===== src/rtl/sram_rr_arbiter_2p_if.sv =====
// Request/response bundle between two clients and sram_rr_arbiter_2p.
//   master : client side (drives requests, receives ready and read responses)
//   slave  : arbiter side
// Signals:
//   req_valid[1:0]  request valid per requester
//   req_ready[1:0]  grant, combinational from req_valid
//   req_we[1:0]     1 = write, 0 = read
//   req_addr0/1     request address per requester
//   req_wdata0/1    write data per requester
//   rsp_valid[1:0]  one-cycle read response pulse per requester
//   rsp_rdata       shared read data, qualified by rsp_valid
interface sram_rr_arbiter_2p_if #(
   parameter int BITS       = 39,
   parameter int ADDR_WIDTH = 11
);
   logic [1:0]            req_valid;
   logic [1:0]            req_ready;
   logic [1:0]            req_we;
   logic [ADDR_WIDTH-1:0] req_addr0;
   logic [ADDR_WIDTH-1:0] req_addr1;
   logic [BITS-1:0]       req_wdata0;
   logic [BITS-1:0]       req_wdata1;
   logic [1:0]            rsp_valid;
   logic [BITS-1:0]       rsp_rdata;

   modport master (
      output req_valid, req_we, req_addr0, req_addr1, req_wdata0, req_wdata1,
      input  req_ready, rsp_valid, rsp_rdata
   );

   modport slave (
      input  req_valid, req_we, req_addr0, req_addr1, req_wdata0, req_wdata1,
      output req_ready, rsp_valid, rsp_rdata
   );
endinterface


===== src/rtl/sram_rr_arbiter_2p.sv =====
// Two-requester round-robin arbiter in front of one single-port fakeram7
// macro (1-cycle read). One access per cycle, strict acceptance order at the
// macro, every macro pin driven from a flop.
// Ports:
//   clk, rst_n   clock (rising edge), asynchronous active-low reset
//   bus          sram_rr_arbiter_2p_if.slave: request channel + read response
//   ram_ce/we    macro ce_in / we_in
//   ram_addr     macro addr_in
//   ram_wd       macro wd_in (zero on reads)
//   ram_rd       macro rd_out
// Build option:
//   SRAM_ARB_RDATA_REG_EN  register rsp_valid/rsp_rdata (read latency 3 edges
//                          instead of 2; rsp_rdata holds between responses)
module sram_rr_arbiter_2p #(
   parameter int BITS       = 39,
   parameter int ADDR_WIDTH = 11
) (
   input  logic                  clk,
   input  logic                  rst_n,
   sram_rr_arbiter_2p_if.slave   bus,
   output logic                  ram_ce,
   output logic                  ram_we,
   output logic [ADDR_WIDTH-1:0] ram_addr,
   output logic [BITS-1:0]       ram_wd,
   input  logic [BITS-1:0]       ram_rd
);

   logic       last;     // requester that won the most recent accept
   logic [1:0] grant;    // one-hot or zero
   logic       accept;
   logic       sel;      // index of the granted requester
   logic [1:0] pend;     // read accepted at the last edge, macro not yet sampled
   logic [1:0] pend1;    // macro has sampled the read, ram_rd valid this cycle

   // Contention goes to the requester that did not win last time.
   always_comb begin
      grant = '0;
      case (bus.req_valid)
         2'b01:   grant = 2'b01;
         2'b10:   grant = 2'b10;
         2'b11:   grant = last ? 2'b01 : 2'b10;
         default: grant = '0;
      endcase
   end

   assign bus.req_ready = grant;
   assign accept        = |grant;
   assign sel           = grant[1];

   always_ff @(posedge clk or negedge rst_n) begin
      if (!rst_n) begin
         last     <= 1'b1;
         ram_ce   <= 1'b0;
         ram_we   <= 1'b0;
         ram_addr <= '0;
         ram_wd   <= '0;
         pend     <= '0;
         pend1    <= '0;
      end else begin
         pend  <= grant & ~bus.req_we;
         pend1 <= pend;
         if (accept) begin
            last     <= sel;
            ram_ce   <= 1'b1;
            ram_we   <= bus.req_we[sel];
            ram_addr <= sel ? bus.req_addr1 : bus.req_addr0;
            if (bus.req_we[sel])
               ram_wd <= sel ? bus.req_wdata1 : bus.req_wdata0;
            else
               ram_wd <= '0;
         end else begin
            // address and data hold so idle macro pins stay quiet
            ram_ce <= 1'b0;
            ram_we <= 1'b0;
         end
      end
   end

`ifdef SRAM_ARB_RDATA_REG_EN
   logic [1:0]      rsp_valid_q;
   logic [BITS-1:0] rsp_rdata_q;

   always_ff @(posedge clk or negedge rst_n) begin
      if (!rst_n) begin
         rsp_valid_q <= '0;
         rsp_rdata_q <= '0;
      end else begin
         rsp_valid_q <= pend1;
         if (|pend1)
            rsp_rdata_q <= ram_rd;
      end
   end

   assign bus.rsp_valid = rsp_valid_q;
   assign bus.rsp_rdata = rsp_rdata_q;
`else
   assign bus.rsp_valid = pend1;
   assign bus.rsp_rdata = ram_rd;
`endif

endmodule

===== src/flat_wrapper.sv =====
// flat-port wrapper written by rule: the top's interface ports become plain ports
module sram_rr_arbiter_2p_flat 
#(
   parameter int BITS       = 39,
   parameter int ADDR_WIDTH = 11
)
  (clk, rst_n, ram_ce, ram_we, ram_addr, ram_wd, ram_rd, bus_req_valid, bus_req_we, bus_req_addr0, bus_req_addr1, bus_req_wdata0, bus_req_wdata1, bus_req_ready, bus_rsp_valid, bus_rsp_rdata);
  sram_rr_arbiter_2p_if #(.BITS(BITS), .ADDR_WIDTH(ADDR_WIDTH)) bus_i ();
  input  logic clk;
  input  logic rst_n;
  output logic ram_ce;
  output logic ram_we;
  output logic [ADDR_WIDTH-1:0] ram_addr;
  output logic [BITS-1:0] ram_wd;
  input  logic [BITS-1:0] ram_rd;
  input wire logic [$bits(bus_i.req_valid)-1:0] bus_req_valid;
  input wire logic [$bits(bus_i.req_we)-1:0] bus_req_we;
  input wire logic [$bits(bus_i.req_addr0)-1:0] bus_req_addr0;
  input wire logic [$bits(bus_i.req_addr1)-1:0] bus_req_addr1;
  input wire logic [$bits(bus_i.req_wdata0)-1:0] bus_req_wdata0;
  input wire logic [$bits(bus_i.req_wdata1)-1:0] bus_req_wdata1;
  output wire logic [$bits(bus_i.req_ready)-1:0] bus_req_ready;
  output wire logic [$bits(bus_i.rsp_valid)-1:0] bus_rsp_valid;
  output wire logic [$bits(bus_i.rsp_rdata)-1:0] bus_rsp_rdata;
  assign bus_i.req_valid = bus_req_valid;
  assign bus_i.req_we = bus_req_we;
  assign bus_i.req_addr0 = bus_req_addr0;
  assign bus_i.req_addr1 = bus_req_addr1;
  assign bus_i.req_wdata0 = bus_req_wdata0;
  assign bus_i.req_wdata1 = bus_req_wdata1;
  assign bus_req_ready = bus_i.req_ready;
  assign bus_rsp_valid = bus_i.rsp_valid;
  assign bus_rsp_rdata = bus_i.rsp_rdata;
  sram_rr_arbiter_2p #(.BITS(BITS), .ADDR_WIDTH(ADDR_WIDTH)) u_core (.clk(clk), .rst_n(rst_n), .bus(bus_i), .ram_ce(ram_ce), .ram_we(ram_we), .ram_addr(ram_addr), .ram_wd(ram_wd), .ram_rd(ram_rd));
endmodule

===== config.mk =====
export PLATFORM = sky130hd
export DESIGN_NAME = sram_rr_arbiter_2p_flat
export DESIGN_NICKNAME = d
export VERILOG_FILES = /design/src/rtl/sram_rr_arbiter_2p_if.sv /design/src/rtl/sram_rr_arbiter_2p.sv /design/src/flat_wrapper.sv
export SDC_FILE = /design/constraint.sdc
export NUM_CORES = 1
export LEC_CHECK = 0
export ABC_AREA = 1
export ABC_CLOCK_PERIOD_IN_PS = 1600
export CORE_UTILIZATION = 34
export CTS_BUF_LIST = sky130_fd_sc_hd__clkbuf_4 sky130_fd_sc_hd__clkbuf_8
export CTS_CLUSTER_SIZE = 28
export DETAILED_ROUTE_END_ITERATION = 8
export PLACE_DENSITY = 0.85
export RECOVER_POWER = 100
export SLEW_MARGIN = 15
export SYNTH_ARGS = -nofsm -noshare
export SYNTH_HDL_FRONTEND = slang
export SYNTH_SLANG_ARGS = --single-unit

===== constraint.sdc =====
create_clock -name clk -period 1.6 [get_ports clk]
set_input_delay 0.24 -clock clk [delete_from_list [all_inputs] [get_ports clk]]
set_output_delay 0.24 -clock clk [all_outputs]
set_load 0.01 [all_outputs]

==> metrics.log, run 1 <==
INFO  metric run_status = completed
INFO  metric detail_route.wirelength = 8920 µm
INFO  metric finalNetCount = about 690
INFO  metric io_buffer_count = roughly 160
INFO  metric routed_length_per_placed_instance = about 14 µm
INFO  metric first_global_vias = between 2000 and 3000
INFO  metric clock_tree_from_tritoncts = yes
INFO  metric critical_path_required_time = 1.36 ns
INFO  metric clk_transition_reported_paths = about 0.060 ns
INFO  metric drc_errors = 0
INFO  metric actual_slew_at_the_worst_max_slew_pin = just under 0.8 ns
INFO  metric insertion_delay = between 0.3 and 0.4 ns
INFO  metric max_freq = about 640 MHz
INFO  metric antenna_found_initial = 0
INFO  metric grt_overflow_total = 0
INFO  metric arrival = 1.33 ns
INFO  metric core-area = around 8300 µm²
INFO  metric top_level_ports = 240
INFO  metric drv_slew = 0
INFO  metric multiInputGateArea = 1130 µm²
INFO  metric fin_ws = 0.0293 ns
INFO  metric cts_max_path_buffers = 2
INFO  metric antennaDiodeCount = 0
INFO  metric vdd.ir_drop.worst = between 400 and 500 µV
INFO  metric htree_num_levels = 3
INFO  metric final-hold-violation-count = 0
INFO  metric drt.antenna.violating_nets = 0
INFO  metric syn_area = between 2000 and 3000 µm²
INFO  metric start_util = 0.354
INFO  metric cts_root_buffer = clkbuf_8
INFO  metric wire_length_of_the_first_global_routing_pass = roughly 13000 µm
INFO  metric post_drt_via_cell_ratio = ~4.6
INFO  metric synth.lib_cells_used.distinct = 12
INFO  metric avgSynthCellArea = roughly 7.1 µm²
INFO  metric placedCellCount = about 640
INFO  metric final.fill_count = 743
INFO  metric tritoncts.num_buffers = 9
INFO  metric totalPowerFinal = 0.00441 W
INFO  metric clock_sink_count = 57
INFO  metric die_outline_area = ~9000 µm²
INFO  metric p_per_area = ~910 nW/µm²
INFO  metric syn-instance-count = 411
INFO  metric initialDrtViolationCount = 82
INFO  metric synth_area_leaders = dfrtp_1, nand2_1, buf_4
INFO  metric cap_violations = 0
INFO  metric timing.final.crit_period = approximately 1.6 ns
INFO  metric fin_cells = between 600 and 700
INFO  metric post-route-period-util = 0.982
INFO  metric final-seq-area = ~1400 µm²
INFO  metric synth.ff_latch_count = between 50 and 60
INFO  metric final_weighted_congestion_in_routability_driven_placement = 0.834
INFO  metric vias = between 3000 and 4000
INFO  metric crit_type = input pin to primary output
INFO  metric grt_usage = 0.189
INFO  metric start_kind = input pin
INFO  metric ys_warn_count = 0
INFO  metric finalClockSkew = between 0.005 and 0.006 ns
INFO  metric fp.dieW = around 95 µm
INFO  metric num_rows = 33
INFO  metric relSlewSlack = 0.485
INFO  metric worst_hold_class = flip-flop to flip-flop
INFO  metric area_share_of_the_leading_cell_type_in_the_synthesized_netlist = 0.477
INFO  metric drt_first_pass_iters = 4
INFO  metric timing.reg2reg.setup_slack = about 0.060 ns
INFO  metric ys_seq_area_frac = 0.486
INFO  metric grt_start_max_net_pins = 58
INFO  metric worst-path-max-fanout = 4
INFO  metric final-setup-viol-count = 0
INFO  metric placement.setup.worst_slack = -0.219 ns
INFO  metric end_kind = primary output
INFO  metric synth_area_leader_cell = dfrtp_1
INFO  metric hpwlAfterDp = about 6400 µm
INFO  metric flow.area_growth_from_synthesis = 64.7%
INFO  metric share_of_cells_above_drive_strength_1 = 0.0903
INFO  metric p_leak = roughly 2.4 nW
INFO  metric die_h = 94.9 µm
INFO  metric mappedNetlistNets = 556
## sequential cells by signal, summed over array words and instances (netlist names)
signal                cells
u_core.ram_addr          11
u_core.last               1
u_core.bus.rsp_valid      2
u_core.ram_wd            39
u_core.ram_we             1
u_core.pend               2
u_core.ram_ce             1
## critical path: stages
cell	delay (ns)
clkdlybuf4s50_1	0.53
inv_2	0.06
a21oi_4	0.19
dlygate4sd2_1	0.31
## metal layers
metal	GRT usage	vias up	share of wire
met1	0.202	1386	0.39
met4	0.0808	0	0.025
met3	0.0378	28	0.056
met2	0.357	125	0.53
li1	-	1464	-
met5	0	-	0
## synth_stat cells
master	instances
buf_2	9
dfrtp_1	56
a21oi_2	1
inv_1	7
nor2_1	2
nand3_1	12
nand2_1	271
clkbuf_1	10
dfstp_2	1
buf_4	39
inv_2	2
o21ai_0	1
## final timing paths
kind,from,to,depth (start not counted)
setup reg to reg,u_core.last$_DFFE_PN1P_,u_core.ram_wd[1]$_DFFE_PN0P_,10
hold / removal,u_core.pend[0]$_DFF_PN0_,u_core.bus.rsp_valid[0]$_DFF_PN0_,0
min in group asynchronous,rst_n,u_core.ram_wd[29]$_DFFE_PN0P_,3
hold reg to reg,u_core.pend[0]$_DFF_PN0_,u_core.bus.rsp_valid[0]$_DFF_PN0_,0
setup / recovery,bus_req_valid[1],bus_req_ready[1],4
max in group asynchronous,rst_n,u_core.ram_wd[23]$_DFFE_PN0P_,3
## metrics by stage
stage	TNS (ns)	hold WS, ns	util	cell area [µm²]
global placement	-4.71	0.259	0.542	4500
floorplan	0	-0.0556	-	2940
global route	-0.0190	0.362	0.582	4830
finish	0	0.355	0.582	4830
CTS	0	0.357	0.569	4720
detailed placement	-7.00	0.263	0.542	4500
## kinds of logic (layout without fill, tap and decap cells)
family | count (synthesis) | after routing | share of synthesized area
AOI/OAI and AO/OA | 2 | 2 | 0.00469
buffers and inverters | 67 | 210 | 0.139
DFF | 57 | 57 | 0.486
and+or+nand+nor | 285 | 285 | 0.370
## final cells by class
class                   count  area share
inverters                   9     0.00699
clock inverters             2     0.00725
repair buffers            185       0.392
clock buffers              14      0.0373
multi-input cells         287       0.234
flip-flops and latches     57       0.295
well taps                 105      0.0272
## power breakdown
group / leakage, nW / total [W] / switching, W / internal (W)
sequential: 0.717 / 0.00171 / 0.0000936 / 0.00162
clock: 0.114 / 0.00141 / 0.000532 / 0.000880
combinational: 1.62 / 0.00129 / 0.000554 / 0.000739
total: 2.45 / 0.00441 / 0.00118 / 0.00323
## repair_timing
action / 4_1_cts / 5_1_grt
hold buffers: 1 / 0
gates resized for setup: 5 / 8
cloned: 0 / 4
hold endpoints to repair: 56 / 0
endpoints found under the setup margin: 2 / 27
pin swaps: 0 / 3
buffers inserted: 0 / 2
## cells in the final DEF, fill, tap and decap left out
master,instances
clkinv_2,1
bufinv_16,1
inv_2,4
clkbuf_4,4
inv_1,5
clkbuf_16,3
clkbuf_2,1
buf_4,8
dlygate4sd2_1,1
buf_6,4
dfstp_2,1
buf_12,4
clkdlybuf4s50_1,158
dfrtp_1,56
dlygate4sd3_1,1
o21ai_0,1
nor2_4,2
nand2_4,1
a21oi_4,1
nand2_2,1
clkbuf_1,1
nand2_1,269
nand3_1,12
buf_2,2
clkbuf_8,12
No activity file was read; power rests on OpenSTA's default activity.
==> inputs of run 2 (changes only) <==
SLEW_MARGIN = not set   (was 15)
==> results of run 2 <==
No change in the layout: final DEF, timing and power equal those of run 1.
